`src/rtl/mc_pkg.sv`:
```
// Shared types and encodings for the multicycle MIPS-subset controller:
// FSM states, opcode/funct values, ALU codes and datapath select encodings.
package mc_pkg;

  typedef enum logic [3:0] {
    IDLE, FETCH, DECODE, MEMADR, MEMRD, MEMWB, MEMWR, RTYPE_EX,
    ALUWB, ADDI_EX, BEQ, JMP, JAL, JR, HALT
  } state_t;

  localparam logic [5:0] OP_RTYPE = 6'b000000;
  localparam logic [5:0] OP_LW    = 6'b100011;
  localparam logic [5:0] OP_SW    = 6'b101011;
  localparam logic [5:0] OP_BEQ   = 6'b000100;
  localparam logic [5:0] OP_ADDI  = 6'b001000;
  localparam logic [5:0] OP_J     = 6'b000010;
  localparam logic [5:0] OP_JAL   = 6'b000011;

  localparam logic [5:0] F_ADD = 6'b100000;
  localparam logic [5:0] F_SUB = 6'b100010;
  localparam logic [5:0] F_AND = 6'b100100;
  localparam logic [5:0] F_OR  = 6'b100101;
  localparam logic [5:0] F_SLT = 6'b101010;
  localparam logic [5:0] F_JR  = 6'b001000;

  localparam logic [4:0] ALU_ADD = 5'b00010;
  localparam logic [4:0] ALU_SUB = 5'b00110;
  localparam logic [4:0] ALU_AND = 5'b00000;
  localparam logic [4:0] ALU_OR  = 5'b00001;
  localparam logic [4:0] ALU_SLT = 5'b00111;

  localparam logic [1:0] SRCB_B      = 2'd0;
  localparam logic [1:0] SRCB_FOUR   = 2'd1;
  localparam logic [1:0] SRCB_IMM    = 2'd2;
  localparam logic [1:0] SRCB_IMM_SH = 2'd3;

  localparam logic [1:0] PCSRC_ALU    = 2'd0;
  localparam logic [1:0] PCSRC_ALUOUT = 2'd1;
  localparam logic [1:0] PCSRC_JUMP   = 2'd2;
  localparam logic [1:0] PCSRC_REG    = 2'd3;

  localparam logic [1:0] M2R_ALUOUT = 2'd0;
  localparam logic [1:0] M2R_MEM    = 2'd1;
  localparam logic [1:0] M2R_PC     = 2'd2;

  localparam logic [1:0] DST_RT = 2'd0;
  localparam logic [1:0] DST_RD = 2'd1;
  localparam logic [1:0] DST_RA = 2'd2;

  typedef struct packed {
    logic       pc_write;
    logic       branch;
    logic       ir_write;
    logic       i_or_d;
    logic       mem_write;
    logic       reg_write;
    logic [1:0] reg_dst;
    logic [1:0] mem_to_reg;
    logic       alu_src_a;
    logic [1:0] alu_src_b;
    logic [1:0] pc_src;
    logic [4:0] alu_control;
    logic       halted;
  } ctrl_t;

  // Moore output table; rtype_alu and dst_rt carry the decoded funct and the
  // addi/R-type writeback destination into the states that need them.
  function automatic ctrl_t ctrl_for(state_t s, logic [4:0] rtype_alu, logic dst_rt);
    ctrl_t c;
    c = '0;
    c.alu_control = ALU_ADD;
    case (s)
      FETCH: begin
        c.ir_write  = 1'b1;
        c.alu_src_b = SRCB_FOUR;
        c.pc_src    = PCSRC_ALU;
        c.pc_write  = 1'b1;
      end
      DECODE:   c.alu_src_b = SRCB_IMM_SH;
      MEMADR, ADDI_EX: begin
        c.alu_src_a = 1'b1;
        c.alu_src_b = SRCB_IMM;
      end
      MEMRD:    c.i_or_d = 1'b1;
      MEMWB: begin
        c.reg_dst    = DST_RT;
        c.mem_to_reg = M2R_MEM;
        c.reg_write  = 1'b1;
      end
      MEMWR: begin
        c.i_or_d    = 1'b1;
        c.mem_write = 1'b1;
      end
      RTYPE_EX: begin
        c.alu_src_a   = 1'b1;
        c.alu_src_b   = SRCB_B;
        c.alu_control = rtype_alu;
      end
      ALUWB: begin
        c.reg_dst    = dst_rt ? DST_RT : DST_RD;
        c.mem_to_reg = M2R_ALUOUT;
        c.reg_write  = 1'b1;
      end
      BEQ: begin
        c.alu_src_a   = 1'b1;
        c.alu_src_b   = SRCB_B;
        c.alu_control = ALU_SUB;
        c.pc_src      = PCSRC_ALUOUT;
        c.branch      = 1'b1;
      end
      JMP: begin
        c.pc_src   = PCSRC_JUMP;
        c.pc_write = 1'b1;
      end
      JR: begin
        c.pc_src   = PCSRC_REG;
        c.pc_write = 1'b1;
      end
      JAL: begin
        c.pc_src     = PCSRC_JUMP;
        c.pc_write   = 1'b1;
        c.reg_write  = 1'b1;
        c.reg_dst    = DST_RA;
        c.mem_to_reg = M2R_PC;
      end
      HALT:     c.halted = 1'b1;
      default:  ;
    endcase
    return c;
  endfunction

endpackage

```
`src/rtl/mc_alu_decoder.sv`:
```
// R-type funct to ALU operation decode; flags any funct the ALU cannot execute.
module mc_alu_decoder
  import mc_pkg::*;
(
  input  logic [5:0] funct,
  output logic [4:0] alu_control,
  output logic       illegal
);

  always_comb begin
    alu_control = ALU_ADD;
    illegal     = 1'b0;
    case (funct)
      F_ADD:   alu_control = ALU_ADD;
      F_SUB:   alu_control = ALU_SUB;
      F_AND:   alu_control = ALU_AND;
      F_OR:    alu_control = ALU_OR;
      F_SLT:   alu_control = ALU_SLT;
      default: illegal     = 1'b1;
    endcase
  end

endmodule

```
`src/rtl/multicycle_control.sv`:
```
// Moore FSM sequencing the multicycle MIPS-subset datapath, with a retired
// instruction counter and a sticky halt on illegal opcode/funct.
module multicycle_control
  import mc_pkg::*;
#(
  parameter int RETIRE_W = 32,
  parameter int ALU_W    = 5
) (
  input  logic                clock,
  input  logic                reset,
  input  logic                run,
  input  logic [5:0]          opcode,
  input  logic [5:0]          funct,
  input  logic                zero,
  output logic                pcEn,
  output logic                irWrite,
  output logic                iOrD,
  output logic                memWrite,
  output logic                regWrite,
  output logic [1:0]          regDst,
  output logic [1:0]          memToReg,
  output logic                aluSrcA,
  output logic [1:0]          aluSrcB,
  output logic [1:0]          pcSrc,
  output logic [ALU_W-1:0]    aluControl,
  output logic                halted,
  output logic [RETIRE_W-1:0] retired,
  output state_t              state
);

  state_t                state_q, state_d;
  ctrl_t                 ctrl_q;
  logic                  dst_rt_q;
  logic [RETIRE_W-1:0]   retired_q;
  logic [4:0]            dec_alu;
  logic                  dec_illegal;
  logic                  terminal;

  mc_alu_decoder u_alu_dec (
    .funct       (funct),
    .alu_control (dec_alu),
    .illegal     (dec_illegal)
  );

  assign terminal = state_q inside {MEMWB, MEMWR, ALUWB, BEQ, JMP, JR, JAL};

  always_comb begin
    state_d = state_q;
    case (state_q)
      IDLE:     state_d = run ? FETCH : IDLE;
      FETCH:    state_d = DECODE;
      DECODE: begin
        case (opcode)
          OP_LW, OP_SW: state_d = MEMADR;
          OP_RTYPE:     state_d = (funct == F_JR) ? JR : RTYPE_EX;
          OP_ADDI:      state_d = ADDI_EX;
          OP_BEQ:       state_d = BEQ;
          OP_J:         state_d = JMP;
          OP_JAL:       state_d = JAL;
          default:      state_d = HALT;
        endcase
      end
      MEMADR:   state_d = (opcode == OP_LW) ? MEMRD : MEMWR;
      MEMRD:    state_d = MEMWB;
      RTYPE_EX: state_d = dec_illegal ? HALT : ALUWB;
      ADDI_EX:  state_d = ALUWB;
      MEMWB, MEMWR, ALUWB, BEQ, JMP, JR, JAL:
                state_d = run ? FETCH : IDLE;
      HALT:     state_d = HALT;
      default:  state_d = IDLE;
    endcase
  end

  // Outputs are registered from the next state so each one is a clean flop per state.
  always_ff @(posedge clock) begin
    if (reset) begin
      state_q   <= IDLE;
      ctrl_q    <= ctrl_for(IDLE, ALU_ADD, 1'b0);
      dst_rt_q  <= 1'b0;
      retired_q <= '0;
    end else begin
      state_q <= state_d;
      ctrl_q  <= ctrl_for(state_d, dec_alu, dst_rt_q);
      if (state_q == DECODE) dst_rt_q <= (opcode == OP_ADDI);
      if (terminal) retired_q <= retired_q + RETIRE_W'(1);
    end
  end

  assign pcEn       = ctrl_q.pc_write | (ctrl_q.branch & zero);
  assign irWrite    = ctrl_q.ir_write;
  assign iOrD       = ctrl_q.i_or_d;
  assign memWrite   = ctrl_q.mem_write;
  assign regWrite   = ctrl_q.reg_write;
  assign regDst     = ctrl_q.reg_dst;
  assign memToReg   = ctrl_q.mem_to_reg;
  assign aluSrcA    = ctrl_q.alu_src_a;
  assign aluSrcB    = ctrl_q.alu_src_b;
  assign pcSrc      = ctrl_q.pc_src;
  assign aluControl = ALU_W'(ctrl_q.alu_control);
  assign halted     = ctrl_q.halted;
  assign retired    = retired_q;
  assign state      = state_q;

endmodule

```
`config.mk`:
```
export PLATFORM = sky130hd
export DESIGN_NAME = multicycle_control
export DESIGN_NICKNAME = d
export VERILOG_FILES = /design/src/rtl/mc_pkg.sv /design/src/rtl/mc_alu_decoder.sv /design/src/rtl/multicycle_control.sv
export SDC_FILE = /design/constraint.sdc
export NUM_CORES = 1
export LEC_CHECK = 0
export ABC_AREA = 1
export CAP_MARGIN = 25
export CORE_ASPECT_RATIO = 0.75
export CORE_MARGIN = 4
export CORE_UTILIZATION = 54
export DETAILED_ROUTE_END_ITERATION = 7
export GPL_TIMING_DRIVEN = 1
export PLACE_DENSITY = 0.87
export SLEW_MARGIN = 25
export SYNTH_ARGS = -nofsm -noshare
export SYNTH_HDL_FRONTEND = slang
export SYNTH_SLANG_ARGS = --single-unit
```
`constraint.sdc`:
```
create_clock -name clock -period 3.35 [get_ports clock]
set_clock_uncertainty 0.2 [all_clocks]
set_input_delay 0.8375 -clock clock [delete_from_list [all_inputs] [get_ports clock]]
set_output_delay 0.8375 -clock clock [all_outputs]
set_load 0.02 [all_outputs]
```
==> flow_summary.json <==
{
  "clock-root-buffer": "clkbuf_8",
  "drtPass1Iterations": 4,
  "area_delta_synth_final_pct": 26.60,
  "power.internal_mw": 1.067,
  "yosys_register_bits": 55,
  "postCtsHoldBufs": 0,
  "p_switching_mw": 0.4772,
  "place_area_um2": 3646,
  "setup-violations-final": 0,
  "start_kind": "input port",
  "postCtsSetupBuffers": 0,
  "cap_violations": 0,
  "pwr-share-clk": 0.299,
  "final_area_um2": 3764,
  "total_power_mw": 1.544,
  "hold_path_startpoint": "dst_rt_q",
  "grt_use_total": 0.2143,
  "cts_tree": "built",
  "clkTransAtPathRegs_ns": 0.10,
  "status": "complete, no violations",
  "powerDensity_nw_per_um2": 410.3,
  "place_hpwl_um": 5427,
  "seq_area_um2": 1101,
  "ys_async_sr_fraction": 0,
  "synth_edf_count": 0,
  "critPathLaunch": "zero",
  "grt_pass1_vias": 2816,
  "yosys_warnings": 0,
  "vias": 2890,
  "nets": 514,
  "worst_r2r_endpoint": "retired[24]",
  "holdPathEnd": "regDst[0]",
  "antenna_found_initial": 0,
  "clockBufferDepth": 2,
  "postRouteAntennaNets": 0,
  "period_needed_ns": 3.047,
  "synth_ff_type": "dfxtp_1",
  "hold_path_class": "reg2reg",
  "initial_core_util": 0.5584,
  "r2r_cells": 12,
  "ys_types": 36,
  "leakage_nw": 1.476,
  "muxShareOfSynthArea": 0,
  "pre_cts_ws_ns": 0.2967,
  "fin_cells": 573,
  "fillers": 435,
  "max_freq_mhz": 328.2,
  "syn_area_um2": 2973,
  "setup_tns_ns": 0,
  "vias_per_cell": 5.044,
  "slew_viol_final": 0,
  "gp_congestion": 0.8799,
  "placed_cells": 565,
  "rows": 23,
  "critPathCaptureType": "output pin",
  "routed_wl_um": 6965,
  "n_antenna_cell": 0,
  "synth_area_per_cell_um2": 6.787,
  "yosys.area_share.adder": 0.004209,
  "yosys-top-cells-area": "dfxtp_1 (37%), nand2_1 (11%), nor2_1 (8.0%)",
  "yosys.area_share.simple": 0.3855,
  "cts_sinks": 55,
  "wl_per_cell_um": 12.16,
  "max_slew.worst_pin.slew_ns": 0.6303,
  "syn_inst": 438,
  "cp_slowest_stage_delay_ns": 0.61,
  "seqPwrFrac": 0.463,
  "synth_top_family_by_area": "simple AND/OR/NAND/NOR gates",
  "fp.dieW_um": 93.68,
  "port_buffers": 69,
  "power.share.combinational": 0.238,
  "crit_arrival_ns": 2.01,
  "finalCritPeriodShare": 0.9094,
  "yosysSeqAreaShare": 0.3704,
  "hold_depth": 1,
  "rsz0062_at_grt": "false",
  "final_core_util": 0.7069,
  "critPathMaxFanout": 1,
  "slowest_stage": "clkdlybuf4s50_1",
  "r2r_slack_ns": 1.18,
  "drive_gt1_frac": 0.1044,
  "cts_buffers": 5,
  "drcViolationCount": 0,
  "multi_input_area_um2": 1508,
  "cp.required_ns": 2.31,
  "reg2reg_from": "retired[0]",
  "yosysTopAreaCell": "dfxtp_1",
  "crit_top_cell": "clkdlybuf4s50_1",
  "synthXorXnorAreaFrac": 0.02357,
  "critPathKind": "in2out",
  "synth-compound-area-share": 0.09133,
  "cts_resized": 0,
  "path_cells": "clkdlybuf4s50_1 > a21o_1 > clkdlybuf4s50_1",
  "setup_slack_ns": 0.3034,
  "dieArea_um2": 6768,
  "switching_share": 0.3091,
  "coreArea_um2": 5324,
  "synth_top_area_share": 0.3704,
  "drtIter0Drc": 164,
  "grt_max_degree": 27,
  "worst_hold_slack_ns": 0.2543,
  "slew-limit-headroom": 0.5793,
  "grt_first_pass_wirelength_um": 11920,
  "die_h_um": 72.26,
  "clock_latency_ns": 0.31,
  "peakVddDrop_uv": 242.0,
  "grt-ovfl-total": 0,
  "final-hold-violation-count": 0,
  "io_pins": 72,
  "htree_levels": 2
}
-- flip-flops by register name (all words and copies together) (netlist names), 2 cells and up --
name and flops:
state 4, pcSrc 2, aluSrcB 2, regDst 2, ctrl_q 2, aluControl 3
retired 32
-- synthesized netlist by cell type (6+ instances only) --
master	instances
nand2_1	84
nor2_1	63
dfxtp_1	55
inv_1	53
nand3_1	30
a21oi_1	26
nor3_1	16
o21ai_0	16
buf_4	13
inv_2	11
nand4_1	10
nand2_2	9
nor2_2	6
xor2_1	6
-- area by class of cell --
cell class	count	share of cell area
clock inverter	2	0.009309
sequential	55	0.2926
tap	75	0.02493
multi-input combinational	300	0.4006
inverter	65	0.06516
clock buffer	6	0.02194
timing repair buffer	70	0.1855
-- power by group through the flow --
stage          logic, mW  clock network (mW)  registers (mW)
3_5_place_dp       0.365                   0           0.730
4_1_cts            0.368               0.467           0.715
6_report           0.367               0.462           0.715
3_3_place_gp       0.355                   0           0.729
5_1_grt            0.403               0.491           0.721
2_1_floorplan      0.236                   0           0.748
-- worst max-delay path, delay by kind of cell --
kind	cells	cell delay, ns
buffers and inverters	2	1.07
AOI/OAI and AO/OA	1	0.11
-- layout by cell type (no fill, tap or decap), types with 2 or more instances in the layout --
| cell | instances |
|---|---|
| nor2_1 | 63 |
| o21a_1 | 4 |
| nor2_4 | 4 |
| nand3_1 | 30 |
| inv_1 | 53 |
| nor3b_2 | 2 |
| nor3_2 | 2 |
| nand2_1 | 84 |
| nor3_1 | 16 |
| o21ai_1 | 2 |
| clkdlybuf4s50_1 | 69 |
| clkbuf_8 | 6 |
| o21ai_0 | 16 |
| xor2_1 | 6 |
| xnor2_1 | 2 |
| a21oi_1 | 26 |
| nand3_2 | 5 |
| nand2_2 | 9 |
| dfxtp_1 | 55 |
| clkinv_2 | 2 |
| inv_2 | 11 |
| conb_1 | 2 |
| nand4_1 | 10 |
| nor2_2 | 6 |
-- routing by layer --
metal | vias to the layer above | part of all wire | GRT usage
li1 | 1502 | - | -
met5 | - | 0 | 0
met3 | 12 | 0.062 | 0.03938
met4 | 0 | 0.012 | 0.06090
met1 | 1293 | 0.46 | 0.2727
met2 | 83 | 0.46 | 0.3748
-- kinds of logic after synthesis --
logic type,Yosys count
adder cells (fa/ha/maj),1
flip-flops,55
AND/OR/NAND/NOR,238
AO/OA/AOI/OAI,51
XOR/XNOR,8
other,1
buffers and inverters,84
-- worst max path at each step --
stage | slack, ns | to | cells past startpoint
2_1_floorplan | 1.13 | aluControl[1] | 11
3_3_place_gp | 0.33 | pcEn | 3
3_5_place_dp | 0.30 | pcEn | 3
4_1_cts | 0.29 | pcEn | 3
5_1_grt | 0.26 | pcEn | 3
6_report | 0.30 | pcEn | 3
Power figures use the tool's default switching activity.
